<file path="src/rtl/output_vc_allocator.sv">
// output_vc_allocator
//   Per-output-port virtual-channel allocator. Each cycle it picks at most
//   one eligible head-flit requester (round-robin across requesters) and
//   hands it one free output VC from that requester's class mask. In the
//   same cycle it pulses the availability-reset line of the chosen VC
//   controller. The grant itself is registered and shows up one cycle later.
//
//   Optional feature macro: VA_RR_VC_SELECT_EN
//     defined   - VC choice rotates through the candidate VCs (vc_ptr)
//     undefined - the lowest-index candidate VC wins
//
// Ports
//   clk              : clock, rising edge
//   rstn             : synchronous active-low reset
//   req              : [NUM_REQ] head-flit requests, held until granted
//   req_vc_mask      : [NUM_REQ*4] allowed output VCs per requester
//   out_vc_avail     : [4] availability flags from the output VC controllers
//   out_vc_avail_rst : [4] one-hot availability reset, combinational
//   gnt              : [NUM_REQ] registered one-hot grant pulse
//   gnt_vcid         : [2] registered VCID of the last grant
//   gnt_valid        : registered, equals |gnt
module output_vc_allocator #(
  parameter int NUM_REQ = 5,
  parameter int NUM_VC  = 4
) (
  input  logic                      clk,
  input  logic                      rstn,
  input  logic [NUM_REQ-1:0]        req,
  input  logic [NUM_REQ*NUM_VC-1:0] req_vc_mask,
  input  logic [NUM_VC-1:0]         out_vc_avail,
  output logic [NUM_VC-1:0]         out_vc_avail_rst,
  output logic [NUM_REQ-1:0]        gnt,
  output logic [1:0]                gnt_vcid,
  output logic                      gnt_valid
);

  localparam int PW = (NUM_REQ > 1) ? $clog2(NUM_REQ) : 1;

  if (NUM_VC != 4) begin : g_bad_num_vc
    $error("output_vc_allocator: NUM_VC must be 4");
  end
  if (NUM_REQ < 2 || NUM_REQ > 32) begin : g_bad_num_req
    $error("output_vc_allocator: NUM_REQ must be 2..32");
  end

  logic [PW-1:0]      rr_ptr;
  logic [NUM_VC-1:0]  last_rst;
  logic [NUM_VC-1:0]  avail_eff;
  logic [NUM_REQ-1:0] elig;
  logic               found;
  logic [PW-1:0]      win;
  logic [NUM_VC-1:0]  cand;
  logic [1:0]         vc_sel;
  logic [NUM_REQ-1:0] gnt_nxt;

  // A VC pulsed last cycle may still show its flag high; keep it out for a cycle.
  assign avail_eff = out_vc_avail & ~last_rst;

  // gnt masks a requester that is still holding req in the cycle after its grant.
  always_comb begin
    elig = '0;
    for (int i = 0; i < NUM_REQ; i++) begin
      elig[i] = req[i] & ~gnt[i] & (|(req_vc_mask[i*NUM_VC +: NUM_VC] & avail_eff));
    end
  end

  // Round-robin search starting at rr_ptr, wrapping at NUM_REQ.
  always_comb begin
    int idx;
    found = 1'b0;
    win   = '0;
    idx   = 0;
    for (int k = 0; k < NUM_REQ; k++) begin
      idx = int'(rr_ptr) + k;
      if (idx >= NUM_REQ) idx = idx - NUM_REQ;
      if (!found && elig[idx]) begin
        found = 1'b1;
        win   = PW'(idx);
      end
    end
  end

  assign cand = req_vc_mask[int'(win)*NUM_VC +: NUM_VC] & avail_eff;

`ifdef VA_RR_VC_SELECT_EN
  logic [1:0] vc_ptr;

  always_comb begin
    logic [1:0] v;
    logic       hit;
    vc_sel = vc_ptr;
    hit    = 1'b0;
    v      = vc_ptr;
    for (int k = 0; k < 4; k++) begin
      v = vc_ptr + 2'(k);
      if (!hit && cand[v]) begin
        hit    = 1'b1;
        vc_sel = v;
      end
    end
  end

  always_ff @(posedge clk) begin
    if (!rstn) begin
      vc_ptr <= 2'd0;
    end else if (found) begin
      vc_ptr <= vc_sel + 2'd1;
    end
  end
`else
  always_comb begin
    vc_sel = 2'd0;
    for (int k = 3; k >= 0; k--) begin
      if (cand[k]) vc_sel = 2'(k);
    end
  end
`endif

  always_comb begin
    out_vc_avail_rst = '0;
    if (rstn && found) out_vc_avail_rst[vc_sel] = 1'b1;
  end

  always_comb begin
    gnt_nxt = '0;
    if (found) gnt_nxt[win] = 1'b1;
  end

  always_ff @(posedge clk) begin
    if (!rstn) begin
      gnt       <= '0;
      gnt_valid <= 1'b0;
      gnt_vcid  <= 2'd0;
      rr_ptr    <= '0;
      last_rst  <= '0;
    end else begin
      last_rst  <= out_vc_avail_rst;
      gnt       <= gnt_nxt;
      gnt_valid <= found;
      if (found) begin
        gnt_vcid <= vc_sel;
        rr_ptr   <= (win == PW'(NUM_REQ - 1)) ? '0 : win + 1'b1;
      end
    end
  end

endmodule
</file>
<file path="config.mk">
export PLATFORM = sky130hd
export DESIGN_NAME = output_vc_allocator
export DESIGN_NICKNAME = d
export VERILOG_FILES = /design/src/rtl/output_vc_allocator.sv
export SDC_FILE = /design/constraint.sdc
export NUM_CORES = 1
export LEC_CHECK = 0
export CAP_MARGIN = 10
export CELL_PAD_IN_SITES_DETAIL_PLACEMENT = 1
export CELL_PAD_IN_SITES_GLOBAL_PLACEMENT = 1
export CORE_MARGIN = 1
export CORE_UTILIZATION = 37
export CTS_CLUSTER_DIAMETER = 150
export DETAILED_ROUTE_END_ITERATION = 8
export PLACE_DENSITY_LB_ADDON = 0.1
export SKIP_LAST_GASP = 1
export SLEW_MARGIN = 0
export SYNTH_ARGS = -nofsm -noshare
export SYNTH_HDL_FRONTEND = slang
export SYNTH_SLANG_ARGS = --single-unit
</file>
<file path="constraint.sdc">
create_clock -name clk -period 6.21 [get_ports clk]
set_input_delay 1.242 -clock clk [delete_from_list [all_inputs] [get_ports clk]]
set_output_delay 1.242 -clock clk [all_outputs]
set_load 0.01 [all_outputs]
</file>
# Yosys cells after proc, flatten, opt, wreduce, memory -nomap -nowiden

Cells that the tools add are included.
Widths: inputs -> output; s select.

Latch bits: 0
Bits in read-only memories: 0
Input port bits: 31
Output and inout port bits: 12
Flip-flop bits (word level): 15
Memories kept: 0
RAM bits: 0
Logic and storage cells: 111

$lt $le $gt $ge: 14
Div/mod/pow operators: 0
Reductions and logical operators: 17
Add/subtract/negate cells: 10
Muxes and demuxes: 40
Bitwise operators: 23
Equality and inequality tests: 1
Shift operators: 1
Multipliers: 0

Operators by type and width:

| operator            | count |
|---|---|
| $lt 32x5->1 const B | 5 |
| $mux 32             | 5 |
| $and 4x4->4         | 7 |
| $reduce_or 4->1     | 5 |
| $shiftx 20x6->4     | 1 |
| $sub 4x3->5 const B | 4 |
| $mux 3              | 6 |
| $mux 1              | 17 |
| $ge 4x3->1 const B  | 4 |
| $bmux 1 s3          | 5 |
| $and 1x1->1         | 10 |
| $add 3x2->4 const B | 2 |
| $mux 2              | 4 |
| $logic_and 1x1->1   | 7 |
| $not 1->1           | 5 |
| $add 3x1->4 const B | 1 |
| $add 3x3->4 const B | 1 |
| $logic_not 1->1     | 4 |
| $lt 3x4->1 const B  | 1 |
| $mux 4              | 1 |
| $not 4->4           | 1 |
| $sub 3x3->4 const B | 1 |
| $add 3x1->3 const B | 1 |
| $demux 1 s3         | 1 |
| other kinds (7)     | 7 |

# Logic depth before layout (Yosys ltp)

Word-level depth: 32
Mapped depth: 19
Depth with buffers taken out: 17

# Least setup slack after synthesis

Ideal clock, no wire load.

Kind: flip-flop to output port
From: register rr_ptr[0]
To: output out_vc_avail_rst[2]
Cell stages (with the launch flop): 17
Arrival: 4341 ps
Path slack: 627 ps
Cell sequence: dfxtp_1 > clkinv_1 > ha_1 > inv_1 > ha_1 > a211oi_1 > o22ai_2 > or4_1 > and4_4 > or3b_1 > a32oi_2 > o31ai_4 > a21o_4 > o21bai_1 > and3_4 > buf_6 > nor4b_1

Word-level cells in the longest chain between the ends: 29

RTL lines:

| item                                                 | line | RTL |
|---|---|---|
| start, declared                                      | 46   | `logic [PW-1:0] rr_ptr;` |
| start signal, assigned                               | 142  | `rr_ptr <= (win == PW'(NUM_REQ - 1)) ? '0 : win + 1'b1;` |
| branches (longest 28 deep; another with $sub 4x3->5) | n/a  |  |
| $mux 4 *                                             | 121  | `if (rstn && found) out_vc_avail_rst[vc_sel] = 1'b1;` |
| end, declared                                        | 31   | `output logic [NUM_VC-1:0] out_vc_avail_rst,` |

Mark *: on every way between the ends. The select of a mux whose other input is x is not followed.

# Worst setup path in the final report

From: input req_vc_mask[3]
To: output out_vc_avail_rst[1]

Word-level cells in the longest chain between the ends: 30

RTL lines:

| item                                                                  | line | RTL |
|---|---|---|
| start, declared                                                       | 29   | `input logic [NUM_REQ*NUM_VC-1:0] req_vc_mask,` |
| $and 4x4->4                                                           | 63   | `elig[i] = req[i] & ~gnt[i] & (\|(req_vc_mask[i*NUM_VC +: NUM_VC] & avail_eff));` |
| $reduce_or 4->1                                                       | 63   |  |
| $and 1x1->1                                                           | 63   |  |
| $bmux 1 s3                                                            | 76   | `if (!found && elig[idx]) begin` |
| $mux 1 (implied by the code) (2 in a row)                             | 76   |  |
| $mux 1                                                                | 76   |  |
| $logic_not 1->1                                                       | 76   |  |
| $logic_and 1x1->1                                                     | 76   |  |
| [10 not listed]                                                       | n/a  |  |
| $shiftx 20x6->4                                                       | 83   | `assign cand = req_vc_mask[int'(win)*NUM_VC +: NUM_VC] & avail_eff;` |
| $and 4x4->4                                                           | 83   |  |
| $mux 2 (4 in a row)                                                   | 114  | `if (cand[k]) vc_sel = 2'(k);` |
| $lt 2x3->1 (implied by the code) / $ge 2x1->1 (equally long branches) | 121  |  |
| $logic_and 1x1->1 (implied by the code)                               | 121  |  |
| $mux 1 (implied by the code)                                          | 121  |  |
| $demux 1 s2                                                           | 121  |  |
| $mux 4 *                                                              | 121  |  |

Every way passes the cells marked *; elsewhere a longest branch is shown, timed or not. The select of a mux whose other input is x is not followed.

==> results.cfg <==
[logic_synthesis]
ys_seq_area_frac = 0.127
synth_top_flop_cell = dfxtp_1
ys_types = 77
synth_nets = 354
synthArstFlopShare = 0
avgSynthCellArea_sq_um = 7.63
yosysTopAreaCellShare = 0.127
synth.area.top_cells = dfxtp_1, ha_1, nand3b_1, a21oi_1, nand3_1
synth-edff-count = 0
syn-cell-area_sq_mm = 0.00236
yosysTopAreaCell = dfxtp_1
netlist_top_cells_count = nor2_1, nand3b_1, a21oi_1, nand3_1, nand2_1
ys_ff_latch = 15
synth_cells = 309
yosysWarnings = 0
yosysMostFrequentCell = nor2_1

[detailed_routing]
routed_via_density = 5.90
route.vias.total = 2881
dr.pass1.iters = 4
drtIter0Drc = 134
routed_wl_um = 9200
post-route-drc-count = 0
wl_per_cell_um = 18.9
drtAntennaViolNets = 0

[worst_setup_path]
cp.required_ps = 4970
ff2ff_path_depth = 16
arrival_ps = 4840
path_max_fanout = 7
crit_slowest_cell = clkdlybuf4s50_1
critPathKind = input port to output port
regToRegSetupSlack_ps = 1710
cpPeakStageDelay_ps = 520
critPathBufInv = 2
startpoint_type = input port
cp-end-kind = output port
cp_cell_sequence = clkdlybuf4s50_1, nand3b_1, a41o_1, or4_1, and4_4, or3b_1, a32oi_2, o31ai_4, o32ai_1, o31ai_2, or2_2, and3_1, dlygate4sd2_1
crit_family = simple AND/OR/NAND/NOR gates
r2r-end = last_rst[2]$_SDFF_PN0_
r2r_start = rr_ptr[0]$_SDFFE_PN0N_

[clock_network]
insertion_delay_ps = 260
holdBufCountCts = 0
path_clk_slew_ps = 60
cts_buffers = 3
cts_root_buf = clkbuf_8
clkSinkCount = 15
cts_tree = built
cts_buffer_depth = 2
htree_levels = 1

[place]
dp_cells = 482
dp_hpwl_um = 7610
port_buffers = 42
gp_congestion = 0.918
place_area_sq_mm = 0.00330
place_ws_ps = -358

[timing]
finalHoldViolations = 0
whs_ps = 497
fmax_mhz = 164
worst_slack_ps = 124
relSlewSlack = 0.515
worstMarginPinSlew_ps = 725
report.final.slew_viol_count = 0
rsz0062_at_grt = true
fin_crit_ps = 6090
finalSetupViolCount = 0
finClkSkew_ps = 4.40
finalCritPeriodShare = 0.980

[layout]
syn2layout_area_growth_pct = 45.0
layout-drive-gt1-share = 0.269
fin_cells = 488
finalInstanceArea_sq_mm = 0.00342
n_antenna_cell = 0
final_nets = 459
fillerInstances = 775

[grt]
grt_pass1_vias = 2905
grtUsageTotal = 0.280
globalRoute.totalOverflow = 0
grt_max_degree = 27
grt_first_pass_wirelength_um = 14100
antenna_found_initial = 0

[hold_path]
hold_path_end = gnt_vcid[1]$_SDFFE_PN0N_
hp-class = register to register
worstHoldPathCells = 2
hp-start = gnt_vcid[1]$_SDFFE_PN0N_

[floorplan]
die_x_um = 81.8
die_area_sq_mm = 0.00670
placementRows = 28
die_h_um = 81.8
coreArea_sq_mm = 0.00603
pin_count = 43
start_util = 0.391

[job]
drv_cap = 0

[status]
outcome = completed
-- cells by family after synthesis --
family,after synthesis,synth area share
and+or+nand+nor,138,0.341
AOI/OAI and AO/OA,106,0.353
buffers and inverters,23,0.0477
DFF,15,0.127
adders and majority gates,14,0.0743
muxes,10,0.0430
xor gates and xnor gates,3,0.0143
-- repair_timing --
action / 4_1_cts / 5_1_grt
endpoints found under the hold margin: 0 / 0
pin swaps: 3 / 3
endpoints found under the setup margin: 4 / 4
gates resized for setup: 12 / 18
setup buffers: 2 / 0
-- cell usage in the layout, fill, tap and decap left out, types with 3 or more instances in the layout --
cell type        synthesis  final
dlygate4sd2_1            0      5
o21ai_0                 10      9
o32ai_1                  5      4
o21ai_1                  3      4
a211o_1                  3      3
clkdlybuf4s50_1          0     33
nand2b_1                 9      9
o22a_1                   3      3
a21bo_2                  3      3
o211ai_1                 6      6
nand4_1                  5      5
a211oi_1                 4      4
nor3_1                   6      5
o21bai_1                 3      3
a21o_1                   5      5
ha_1                    14     14
a21oi_1                 19     19
or3_1                    4      4
nand2_1                 17     17
nand3_1                 19     19
or2_2                    4      4
buf_4                    2     68
inv_1                   10     10
mux2i_1                  9      9
and2_1                   4      4
clkbuf_8                 0      3
a31oi_1                  4      4
nand3b_1                20     20
nor2b_1                  4      4
nor2_1                  22     22
and3_1                   9      9
a21boi_0                 7      6
dfxtp_1                 15     15
-- flip-flops by register name, summed over array words and instances (netlist names) --
register	count
gnt_valid	1
gnt	5
last_rst	4
rr_ptr	3
gnt_vcid	2
-- metal layers --
layer  share of wire  GRT usage  vias up
li1                -          -     1411
met1            0.46      0.353     1406
met2            0.48      0.505       54
met3           0.037     0.0233       10
met4           0.013     0.0719        0
met5               0          0        -
-- worst max-delay path by stage --
stage                                start             endpoint  cells past startpoint
floorplan           rr_ptr[0]$_SDFFE_PN0N_  out_vc_avail_rst[2]                     16
global placement           out_vc_avail[3]  out_vc_avail_rst[0]                     13
detailed placement         out_vc_avail[3]  out_vc_avail_rst[0]                     15
CTS                         req_vc_mask[3]  out_vc_avail_rst[2]                     14
global route                req_vc_mask[0]  out_vc_avail_rst[1]                     13
finish                      req_vc_mask[3]  out_vc_avail_rst[1]                     13
-- final cells by class --
cell class | count | area, sq um | area share
tap | 75 | 93.8 | 0.0274
timing repair buffer | 110 | 912 | 0.267
inverter | 13 | 48.8 | 0.0143
multi-input combinational | 271 | 2020 | 0.590
sequential | 15 | 300 | 0.0878
clock buffer | 3 | 41.3 | 0.0121
clock inverter | 1 | 5.00 | 0.00146
-- stage by stage --
step / utilization / TNS [ps]
CTS: 0.560 / -21.8
global route: 0.567 / -37.5
floorplan: - / 0
detailed placement: 0.548 / -1200
global placement: 0.548 / -866
finish: 0.567 / 0
-- worst register-to-register path, stage by stage, from the launching register on --
cell,delay (ps)
dfxtp_1,330
clkinv_1,190
ha_1,260
inv_1,50
ha_1,290
a211oi_1,330
o22ai_2,170
or4_1,530
and4_4,220
or3b_1,400
a32oi_2,270
o31ai_4,140
a21o_4,240
o31ai_2,310
nor2_1,160
buf_4,170
nor4b_1,310
Power is left out: the tool's default activity adds up to more than one toggle a clock period on the data nets, which glitch-free logic cannot reach.
